<file path="src/rtl/pipe_addsub_if.sv">
// Handshake and operand/result bundle for the pipelined adder/subtractor.
interface pipe_addsub_if #(
    parameter int unsigned WIDTH = 8
);
    logic             in_valid;
    logic             in_ready;
    logic [WIDTH-1:0] a;
    logic [WIDTH-1:0] b;
    logic             cin;
    logic             sub;
    logic             out_valid;
    logic             out_ready;
    logic [WIDTH-1:0] sum;
    logic             cout;
    logic             ovf;

    // Operand source / result sink side
    modport master (
        output in_valid, a, b, cin, sub, out_ready,
        input  in_ready, out_valid, sum, cout, ovf
    );

    // Adder side
    modport slave (
        input  in_valid, a, b, cin, sub, out_ready,
        output in_ready, out_valid, sum, cout, ovf
    );
endinterface

</file>
<file path="src/rtl/pipe_addsub.sv">
// Pipelined adder/subtractor: the WIDTH-bit carry chain is split into STAGES
// registered segments of SEG bits; one result per cycle, STAGES-cycle latency.
module pipe_addsub #(
    parameter int unsigned WIDTH  = 8,
    parameter int unsigned STAGES = 4
) (
    input logic         clk,
    input logic         rst,
    pipe_addsub_if.slave bus
);
    localparam int unsigned SEG  = WIDTH / STAGES;
    localparam int unsigned LAST = STAGES - 1;

    if ((WIDTH % STAGES) != 0) begin : g_bad_split
        $error("pipe_addsub: WIDTH must be a multiple of STAGES");
    end

    // Stage registers: valid, skewed operands, partial sum, segment carry-out
    logic [STAGES-1:0] v_r;
    logic [WIDTH-1:0]  a_r [STAGES];
    logic [WIDTH-1:0]  b_r [STAGES];
    logic [WIDTH-1:0]  s_r [STAGES];
    logic [STAGES-1:0] c_r;
    logic              ovf_r;

    // Per-stage inputs and segment results
    logic [STAGES-1:0] v_in;
    logic [WIDTH-1:0]  a_in  [STAGES];
    logic [WIDTH-1:0]  b_in  [STAGES];
    logic [WIDTH-1:0]  s_in  [STAGES];
    logic [STAGES-1:0] c_in;
    logic [SEG:0]      seg   [STAGES];
    logic [WIDTH-1:0]  s_nxt [STAGES];
    logic              ovf_nxt;
    logic              adv;

    // Whole pipe moves together; a full output that is not taken freezes it
    assign adv           = !v_r[LAST] || bus.out_ready;
    assign bus.in_ready  = adv;
    assign bus.out_valid = v_r[LAST];
    assign bus.sum       = s_r[LAST];
    assign bus.cout      = c_r[LAST];
    assign bus.ovf       = ovf_r;

    // Stage input selection and segment adders
    always_comb begin
        v_in    = '0;
        c_in    = '0;
        a_in    = '{default: '0};
        b_in    = '{default: '0};
        s_in    = '{default: '0};
        seg     = '{default: '0};
        s_nxt   = '{default: '0};
        ovf_nxt = 1'b0;

        // Subtract as a + ~b + ~cin
        v_in[0] = bus.in_valid;
        a_in[0] = bus.a;
        b_in[0] = bus.sub ? ~bus.b : bus.b;
        c_in[0] = bus.sub ^ bus.cin;
        s_in[0] = '0;

        for (int unsigned k = 1; k < STAGES; k++) begin
            v_in[k] = v_r[k-1];
            a_in[k] = a_r[k-1];
            b_in[k] = b_r[k-1];
            c_in[k] = c_r[k-1];
            s_in[k] = s_r[k-1];
        end

        for (int unsigned k = 0; k < STAGES; k++) begin
            seg[k] = {1'b0, a_in[k][k*SEG +: SEG]}
                   + {1'b0, b_in[k][k*SEG +: SEG]}
                   + (SEG+1)'(c_in[k]);
            s_nxt[k] = s_in[k];
            s_nxt[k][k*SEG +: SEG] = seg[k][SEG-1:0];
        end

        // Carry into MSB recovered from the MSB sum bit, XOR carry out of MSB
        ovf_nxt = (a_in[LAST][WIDTH-1] ^ b_in[LAST][WIDTH-1] ^ s_nxt[LAST][WIDTH-1])
                ^ seg[LAST][SEG];
    end

    // Pipeline registers; stage data only loads when that stage receives a valid op
    always_ff @(posedge clk or posedge rst) begin
        if (rst) begin
            v_r   <= '0;
            c_r   <= '0;
            ovf_r <= 1'b0;
            for (int unsigned k = 0; k < STAGES; k++) begin
                a_r[k] <= '0;
                b_r[k] <= '0;
                s_r[k] <= '0;
            end
        end else if (adv) begin
            v_r <= v_in;
            for (int unsigned k = 0; k < STAGES; k++) begin
                if (v_in[k]) begin
                    a_r[k] <= a_in[k];
                    b_r[k] <= b_in[k];
                    s_r[k] <= s_nxt[k];
                    c_r[k] <= seg[k][SEG];
                end
            end
            if (v_in[LAST]) begin
                ovf_r <= ovf_nxt;
            end
        end
    end
endmodule

</file>
<file path="src/flat_wrapper.sv">
// flat-port wrapper written by rule: the top's interface ports become plain ports
module pipe_addsub_flat 
#(
    parameter int unsigned WIDTH  = 8,
    parameter int unsigned STAGES = 4
)
  (clk, rst, bus_in_valid, bus_a, bus_b, bus_cin, bus_sub, bus_out_ready, bus_in_ready, bus_out_valid, bus_sum, bus_cout, bus_ovf);
  pipe_addsub_if #(.WIDTH(WIDTH)) bus_i ();
  input logic clk;
  input logic rst;
  input wire logic [$bits(bus_i.in_valid)-1:0] bus_in_valid;
  input wire logic [$bits(bus_i.a)-1:0] bus_a;
  input wire logic [$bits(bus_i.b)-1:0] bus_b;
  input wire logic [$bits(bus_i.cin)-1:0] bus_cin;
  input wire logic [$bits(bus_i.sub)-1:0] bus_sub;
  input wire logic [$bits(bus_i.out_ready)-1:0] bus_out_ready;
  output wire logic [$bits(bus_i.in_ready)-1:0] bus_in_ready;
  output wire logic [$bits(bus_i.out_valid)-1:0] bus_out_valid;
  output wire logic [$bits(bus_i.sum)-1:0] bus_sum;
  output wire logic [$bits(bus_i.cout)-1:0] bus_cout;
  output wire logic [$bits(bus_i.ovf)-1:0] bus_ovf;
  assign bus_i.in_valid = bus_in_valid;
  assign bus_i.a = bus_a;
  assign bus_i.b = bus_b;
  assign bus_i.cin = bus_cin;
  assign bus_i.sub = bus_sub;
  assign bus_i.out_ready = bus_out_ready;
  assign bus_in_ready = bus_i.in_ready;
  assign bus_out_valid = bus_i.out_valid;
  assign bus_sum = bus_i.sum;
  assign bus_cout = bus_i.cout;
  assign bus_ovf = bus_i.ovf;
  pipe_addsub #(.WIDTH(WIDTH), .STAGES(STAGES)) u_core (.clk(clk), .rst(rst), .bus(bus_i));
endmodule
</file>
<file path="config.mk">
export PLATFORM = sky130hd
export DESIGN_NAME = pipe_addsub_flat
export DESIGN_NICKNAME = d
export VERILOG_FILES = /design/src/rtl/pipe_addsub_if.sv /design/src/rtl/pipe_addsub.sv /design/src/flat_wrapper.sv
export SDC_FILE = /design/constraint.sdc
export NUM_CORES = 1
export LEC_CHECK = 0
export ABC_CLOCK_PERIOD_IN_PS = 1700
export CELL_PAD_IN_SITES_DETAIL_PLACEMENT = 0
export CELL_PAD_IN_SITES_GLOBAL_PLACEMENT = 1
export CORE_UTILIZATION = 30
export CTS_BUF_LIST = sky130_fd_sc_hd__clkbuf_16
export DETAILED_ROUTE_END_ITERATION = 12
export PLACE_DENSITY_LB_ADDON = 0.1
export SLEW_MARGIN = 20
export SYNTH_ARGS = -nofsm -noshare
export SYNTH_HDL_FRONTEND = slang
export SYNTH_SLANG_ARGS = --single-unit
</file>
<file path="constraint.sdc">
create_clock -name clk -period 1.7 [get_ports clk]
set_input_delay 0.34 -clock clk [delete_from_list [all_inputs] [get_ports clk]]
set_output_delay 0.34 -clock clk [all_outputs]
set_load 0.005 [all_outputs]
</file>
==> flow_metrics.py, run 1 <==
metrics = {
    "outcome": {
        "status": "complete, but fails checks",
        "violations": "setup timing",
    },
    "die": {
        "die_y_um": 90.93,
        "die_w_um": 90.93,
        "core_region_area_sq_um": 7687,
        "row_count": 32,
        "io_pins": 34,
        "die-area_sq_um": 8267,
        "start_util": 0.3086,
    },
    "timing": {
        "max_slew_margin": 0.8137,
        "max_freq_mhz": 559.5,
        "fin_skew_ns": 0.003185,
        "worst-slew-pin-transition_ns": 0.2794,
        "setup_viol": 1,
        "holdWs_ns": 0.4320,
        "period_needed_ns": 1.787,
        "setup_ws_ns": -0.08719,
        "rsz0062_at_grt": "true",
        "hold_violations": 0,
        "post-route-period-util": 1.051,
        "maxSlewViolCount": 0,
    },
    "critical_path": {
        "cp.arrival_ns": 1.96,
        "cp-end-kind": "flop",
        "worst-r2r-setup-slack_ns": -0.09,
        "worstSetupPathType": "flop to flop",
        "critPathMaxFanout": 2,
        "worstPathRequired_ns": 1.87,
        "start_kind": "flop",
    },
    "route": {
        "wire_per_inst_um": 12.59,
        "wirelength_um": 4142,
        "drcViolationCount": 0,
        "drt_iter0_drc": 44,
        "vias": 1371,
        "dr.pass1.iters": 4,
        "vias_per_cell": 4.167,
        "antenna_left": 0,
    },
    "global_routing": {
        "overflow": 0,
        "grt_max_degree": 54,
        "antenna_found_initial": 0,
        "track_usage": 0.1115,
        "grt_pass1_vias": 1475,
        "grt_pass1_wl_um": 7182,
    },
    "place": {
        "dp_hpwl_um": 3000,
        "gp_routability_congestion": 0.6983,
        "dpl.cell_count": 317,
        "portBuffers": 33,
        "dpl_cell_area_sq_um": 2892,
    },
    "finish": {
        "final_nets": 257,
        "post-route-util": 0.4002,
        "syn_to_final_growth_pct": 29.69,
        "stdcell_area_sq_um": 3077,
        "instances_no_fill": 329,
        "layout-drive-gt1-share": 0.2996,
        "n_antenna_cell": 0,
    },
    "power_and_ir_drop": {
        "powerDensity_nw_per_um2": 1741,
        "p_leak_nw": 1.435,
        "design_power_total_mw": 5.356,
        "ir_drop_mv": 0.4927,
    },
    "clock_network": {
        "hold_buffers": 0,
        "cts_buffers": 5,
        "cts-root-buf": "clkbuf_16",
        "cts_sinks": 53,
        "clk_latency_ns": 0.28,
        "cts_tree": "built",
        "htreeDepth": 2,
        "clock_path_buffers": 2,
        "clk_pin_slew_ns": 0.06,
    },
    "synth": {
        "synth_fp_nets": 209,
        "syn-cell-area_sq_um": 2372,
        "synth_cell_types": 23,
        "async_flop_share": 1.000,
        "yosys-top-cells-count": "dfrtp_1 (53), inv_1 (28), mux2_2 (28), a21oi_1 (9), mux2i_1 (9)",
        "synthTopCellsByArea": "dfrtp_1 (56%), mux2_2 (13%), fa_1 (6.8%)",
        "synth_edf_count": 0,
        "seq_area_frac_synth": 0.5591,
        "syn_avg_cell_area_sq_um": 13.33,
        "synth_seq_cells": 53,
        "netlist_instances": 178,
        "yosys.cell_count.top_type": "dfrtp_1",
        "synth_warnings": 0,
        "synth_top_area_frac": 0.5591,
        "synth_area_leader_cell": "dfrtp_1",
        "ys.flop_type": "dfrtp_1",
    },
    "worst_hold_path": {
        "min_path_type": "input pin to async pin",
    },
    "run": {
        "maxCapViolCount": 0,
    },
}
[worst paths after layout]
path                                   start           endpoint  cells past startpoint
max in group asynchronous                rst     u_core.a_in[7]                      3
min reg2reg                u_core.bus.sum[3]  u_core.bus.sum[3]                      1
min in group clk           u_core.bus.sum[3]  u_core.bus.sum[3]                      1
min                                      rst  u_core.bus.sum[5]                      3
max                            u_core.c_r[2]     u_core.bus.ovf                      6
max reg2reg                    u_core.c_r[2]     u_core.bus.ovf                      6
[layout by cell type, fill, tap and decap left out]
master           netlist  final
inv_2                  0      4
clkbuf_2               0      1
nand2b_4               1      1
mux2i_1                9      9
a31oi_1                1      1
fa_2                   0      3
dfrtp_1               53     53
clkbuf_16              0      5
mux2_2                28     27
xnor2_2                0      3
mux2_4                 2      3
xor2_1                 3      3
buf_4                  1     14
clkdlybuf4s50_1        0     28
nand2_1                3      3
a21oi_1                9      9
nand3_1                5      5
clkinv_2               0      2
dlymetal6s2s_1         0      2
nand2_2                1      1
fa_1                   8      5
nand2_4                1      1
dlygate4sd2_1          0      2
inv_1                 28     25
xnor2_1                8      5
buf_12                 0      2
and2_4                 1      1
ha_1                   1      1
o21ai_0                8      8
[per-layer routing]
metal | vias to the layer above | share of wire | GRT usage
met4 | 0 | 0.0075 | 0.04365
met5 | - | 0 | 0
met1 | 675 | 0.47 | 0.1438
li1 | 669 | - | -
met3 | 2 | 0.039 | 0.02525
met2 | 25 | 0.49 | 0.1818
[registers in the layout (all words and copies together), names as in the netlist]
name	count
u_core.a_in	12
u_core.b_in	12
u_core.bus.ovf	1
u_core.bus.sum	8
u_core.c_r	4
u_core.s_in	12
u_core.v_r	4
[metrics by stage]
step | setup WS (ns) | TNS [ns]
after floorplan | -0.07293 | -0.1096
after global placement | -0.4858 | -2.281
after detailed placement | -0.5433 | -2.789
after CTS | -0.1079 | -0.1977
after global routing | -0.1301 | -0.1301
final | -0.08719 | -0.08719
[power breakdown]
group | total, mW | switching [mW] | internal [mW] | leakage [nW]
registers | 2.14 | 0.297 | 1.85 | 0.616
clock network | 0.965 | 0.429 | 0.536 | 0.0748
logic | 2.25 | 0.878 | 1.37 | 0.744
[worst max-delay path, cell delays in order, from the launching register on]
cell and delay (ns):
dfrtp_1 0.34, inv_2 0.05, fa_2 0.39, fa_2 0.38, xnor2_2 0.15, xnor2_1 0.12
mux2_2 0.25
[area by class of cell]
type / count / area [sq um]
fill: 778 / 4611
sequential: 53 / 1326
multi-input combinational: 89 / 905.9
timing repair buffer: 49 / 473.0
tap: 102 / 127.6
clock buffer: 5 / 125.1
inverter: 28 / 105.1
clock inverter: 3 / 13.76
[repair_timing]
item / in CTS / in global routing
pin swaps: 2 / 2
endpoints found under the setup margin: 3 / 2
buffers inserted: 3 / 1
gates resized for setup: 6 / 7
[kinds of logic (layout without fill, tap and decap cells)]
kind of cell,Yosys count,in the layout,synth area share
xor gates and xnor gates,11,11,0.04062
muxes,39,39,0.1835
DFF,53,53,0.5591
adders and majority gates,9,9,0.07278
buffers and inverters,36,85,0.07331
and+or+nand+nor,12,12,0.03217
AOI/OAI and AO/OA,18,18,0.03850
Power figures use the tool's default switching activity.
==> run 2, diff against run 1 <==
--- a/config.mk
+++ b/config.mk
@@ -5,7 +5,6 @@
 export SDC_FILE = /design/constraint.sdc
 export NUM_CORES = 1
 export LEC_CHECK = 0
-export ABC_CLOCK_PERIOD_IN_PS = 1700
 export CELL_PAD_IN_SITES_DETAIL_PLACEMENT = 0
 export CELL_PAD_IN_SITES_GLOBAL_PLACEMENT = 1
 export CORE_UTILIZATION = 30
==> results of run 2 <==
The final DEF is identical to that of run 1; final timing and power are the same.
==> run 3, diff against run 2 <==
--- a/config.mk
+++ b/config.mk
@@ -7,7 +7,7 @@
 export LEC_CHECK = 0
 export CELL_PAD_IN_SITES_DETAIL_PLACEMENT = 0
 export CELL_PAD_IN_SITES_GLOBAL_PLACEMENT = 1
-export CORE_UTILIZATION = 30
+export CORE_UTILIZATION = 37
 export CTS_BUF_LIST = sky130_fd_sc_hd__clkbuf_16
 export DETAILED_ROUTE_END_ITERATION = 12
 export PLACE_DENSITY_LB_ADDON = 0.1
==> flow_metrics.py, run 3 (synthesis results as in run 1) <==
metrics = {
    "route": {
        "vias_per_cell": 4.523,
        "drcViolationCount": 0,
        "wirelength_um": 3863,
        "vias": 1366,
        "dr.pass1.iters": 4,
        "drt_iter0_drc": 62,
        "antenna_left": 0,
        "wire_per_inst_um": 12.79,
    },
    "timing": {
        "period_needed_ns": 1.794,
        "holdWs_ns": 0.4229,
        "setup_ws_ns": -0.09449,
        "maxSlewViolCount": 0,
        "post-route-period-util": 1.056,
        "fin_tns_setup_ns": -0.09449,
        "max_freq_mhz": 557.3,
        "worst-slew-pin-transition_ns": 0.2754,
        "hold_violations": 0,
        "setup_viol": 1,
        "max_slew_margin": 0.8164,
        "rsz0062_at_grt": "true",
        "fin_skew_ns": 0.004380,
    },
    "die": {
        "die_w_um": 82.07,
        "io_pins": 34,
        "row_count": 28,
        "die-area_sq_um": 6735,
        "die_y_um": 82.07,
        "core_region_area_sq_um": 6061,
        "start_util": 0.3914,
    },
    "global_routing": {
        "grt_pass1_wl_um": 6699,
        "grt_pass1_vias": 1394,
        "antenna_found_initial": 0,
        "overflow": 0,
        "track_usage": 0.1375,
        "grt_max_degree": 54,
    },
    "critical_path": {
        "cpMaxStageDelayCell": "fa_2",
        "crit_chain": "inv_2 > fa_2 > fa_2 > xnor2_2 > xnor2_1 > mux2_2",
        "start_kind": "flop",
        "cp.arrival_ns": 1.97,
        "cp-end-kind": "flop",
        "critPathMaxFanout": 2,
        "worstSetupPathType": "flop to flop",
        "worst-r2r-setup-slack_ns": -0.09,
        "path_buf_inv": 1,
        "worstPathRequired_ns": 1.87,
        "cp_common_cell": "fa_2",
        "cpPeakStageDelay_ns": 0.40,
        "crit_family": "adder cells",
    },
    "finish": {
        "fillers": 547,
        "final_common_cell": "dfrtp_1",
        "n_antenna_cell": 0,
        "syn_to_final_growth_pct": 28.16,
        "layout-drive-gt1-share": 0.3040,
        "final_cell_mix": "dfrtp_1 (53), clkdlybuf4s50_1 (28), mux2_2 (27)",
        "final_nets": 257,
    },
    "run": {
        "maxCapViolCount": 0,
    },
    "clock_network": {
        "clk_pin_slew_ns": 0.07,
        "cts_buffers": 5,
        "htreeDepth": 2,
        "cts_tree": "built",
        "cts_sinks": 53,
        "clock_path_buffers": 2,
        "clk_latency_ns": 0.28,
        "cts-root-buf": "clkbuf_16",
    },
    "power_and_ir_drop": {
        "p_leak_nw": 1.414,
        "pwr-share-seq": 0.403,
        "clkPwrFrac": 0.182,
        "internal_power_mw": 3.735,
        "powerDensity_nw_per_um2": 1755,
        "pwr-share-comb": 0.415,
        "p_sw_frac": 0.3000,
        "ir_drop_mv": 0.8590,
        "design_power_total_mw": 5.336,
        "switchingPower_mw": 1.600,
    },
    "place": {
        "portBuffers": 33,
        "gp_routability_congestion": 0.7893,
        "dp_hpwl_um": 2911,
    },
    "outcome": {
        "status": "complete, but fails checks",
        "violations": "setup timing",
    },
    "worst_hold_path": {
        "min_path_type": "input pin to async pin",
    },
}
run 3: cell types whose count changed in the layout (fill, tap and decap cells not counted), sizes merged:
cell           before  now
dlymetal6s2s        2    0
clkinvlp            0    1
clkbuf              6    5
clkdlybuf4s15       0    1
buf                16   17
dlygate4sd2         2    3
inv                29   28
run 3: worst register-to-register path: stages, from the launching register on:
cell and delay [ns]:
dfrtp_1 0.34, inv_2 0.05, fa_2 0.40, fa_2 0.38
xnor2_2 0.15, xnor2_1 0.12, mux2_2 0.25
run 3: power by group through the flow:
| stage | clock network [mW] | logic, mW | registers (mW) |
|---|---|---|---|
| floorplan | 0 | 1.46 | 2.10 |
| global placement | 0 | 2.11 | 2.15 |
| detailed placement | 0 | 2.17 | 2.18 |
| CTS | 0.996 | 2.26 | 2.16 |
| global route | 1.05 | 2.48 | 2.24 |
| finish | 0.969 | 2.21 | 2.15 |
run 3: final timing paths:
path | from | end | cells past startpoint
worst min register to register | u_core.s_in[10] | u_core.s_in[2] | 1
worst min-delay path | rst | u_core.v_r[2] | 3
worst max register to register | u_core.c_r[2] | u_core.bus.ovf | 6
max in group asynchronous | rst | u_core.b_in[6] | 3
worst max-delay path | u_core.c_r[2] | u_core.bus.ovf | 6
min in group clk | u_core.s_in[10] | u_core.s_in[2] | 1
run 3: area by class of cell:
| class | count | area [sq um] | share of cell area |
|---|---|---|---|
| clock inverters | 3 | 17.52 | 0.005761 |
| multi-input cells | 89 | 905.9 | 0.2979 |
| inverters | 28 | 105.1 | 0.03457 |
| well taps | 75 | 93.84 | 0.03086 |
| repair buffers | 49 | 466.7 | 0.1535 |
| clock buffers | 5 | 125.1 | 0.04115 |
| flip-flops and latches | 53 | 1326 | 0.4362 |
run 3: per-layer routing:
metal | part of all wire | up-vias | wire (um) | track usage
li1 | - | 663 | - | -
met1 | 0.46 | 666 | 1780 | 0.1801
met2 | 0.48 | 32 | 1867 | 0.2140
met3 | 0.041 | 5 | 159 | 0.04000
met4 | 0.014 | 0 | 56 | 0.05263
met5 | 0 | - | 0 | 0
run 3: repair_timing:
| item | CTS | global route |
|---|---|---|
| endpoints found under the setup margin | 4 | 2 |
| hold buffers | 0 | 0 |
| resized for setup | 12 | 3 |
| setup buffers | 2 | 0 |
| hold endpoints to repair | 0 | 0 |
| pin swaps | 3 | 3 |
run 3: per-stage QoR:
stage | cell area, sq um | setup WS [ns] | util | instances
global placement | 2873 | -0.4813 | 0.4740 | 292
finish | 3040 | -0.09449 | 0.5017 | 302
global route | 3040 | -0.1633 | 0.5017 | 302
floorplan | 2394 | -0.07293 | - | 178
detailed placement | 2873 | -0.5603 | 0.4740 | 292
CTS | 3045 | -0.1073 | 0.5025 | 302
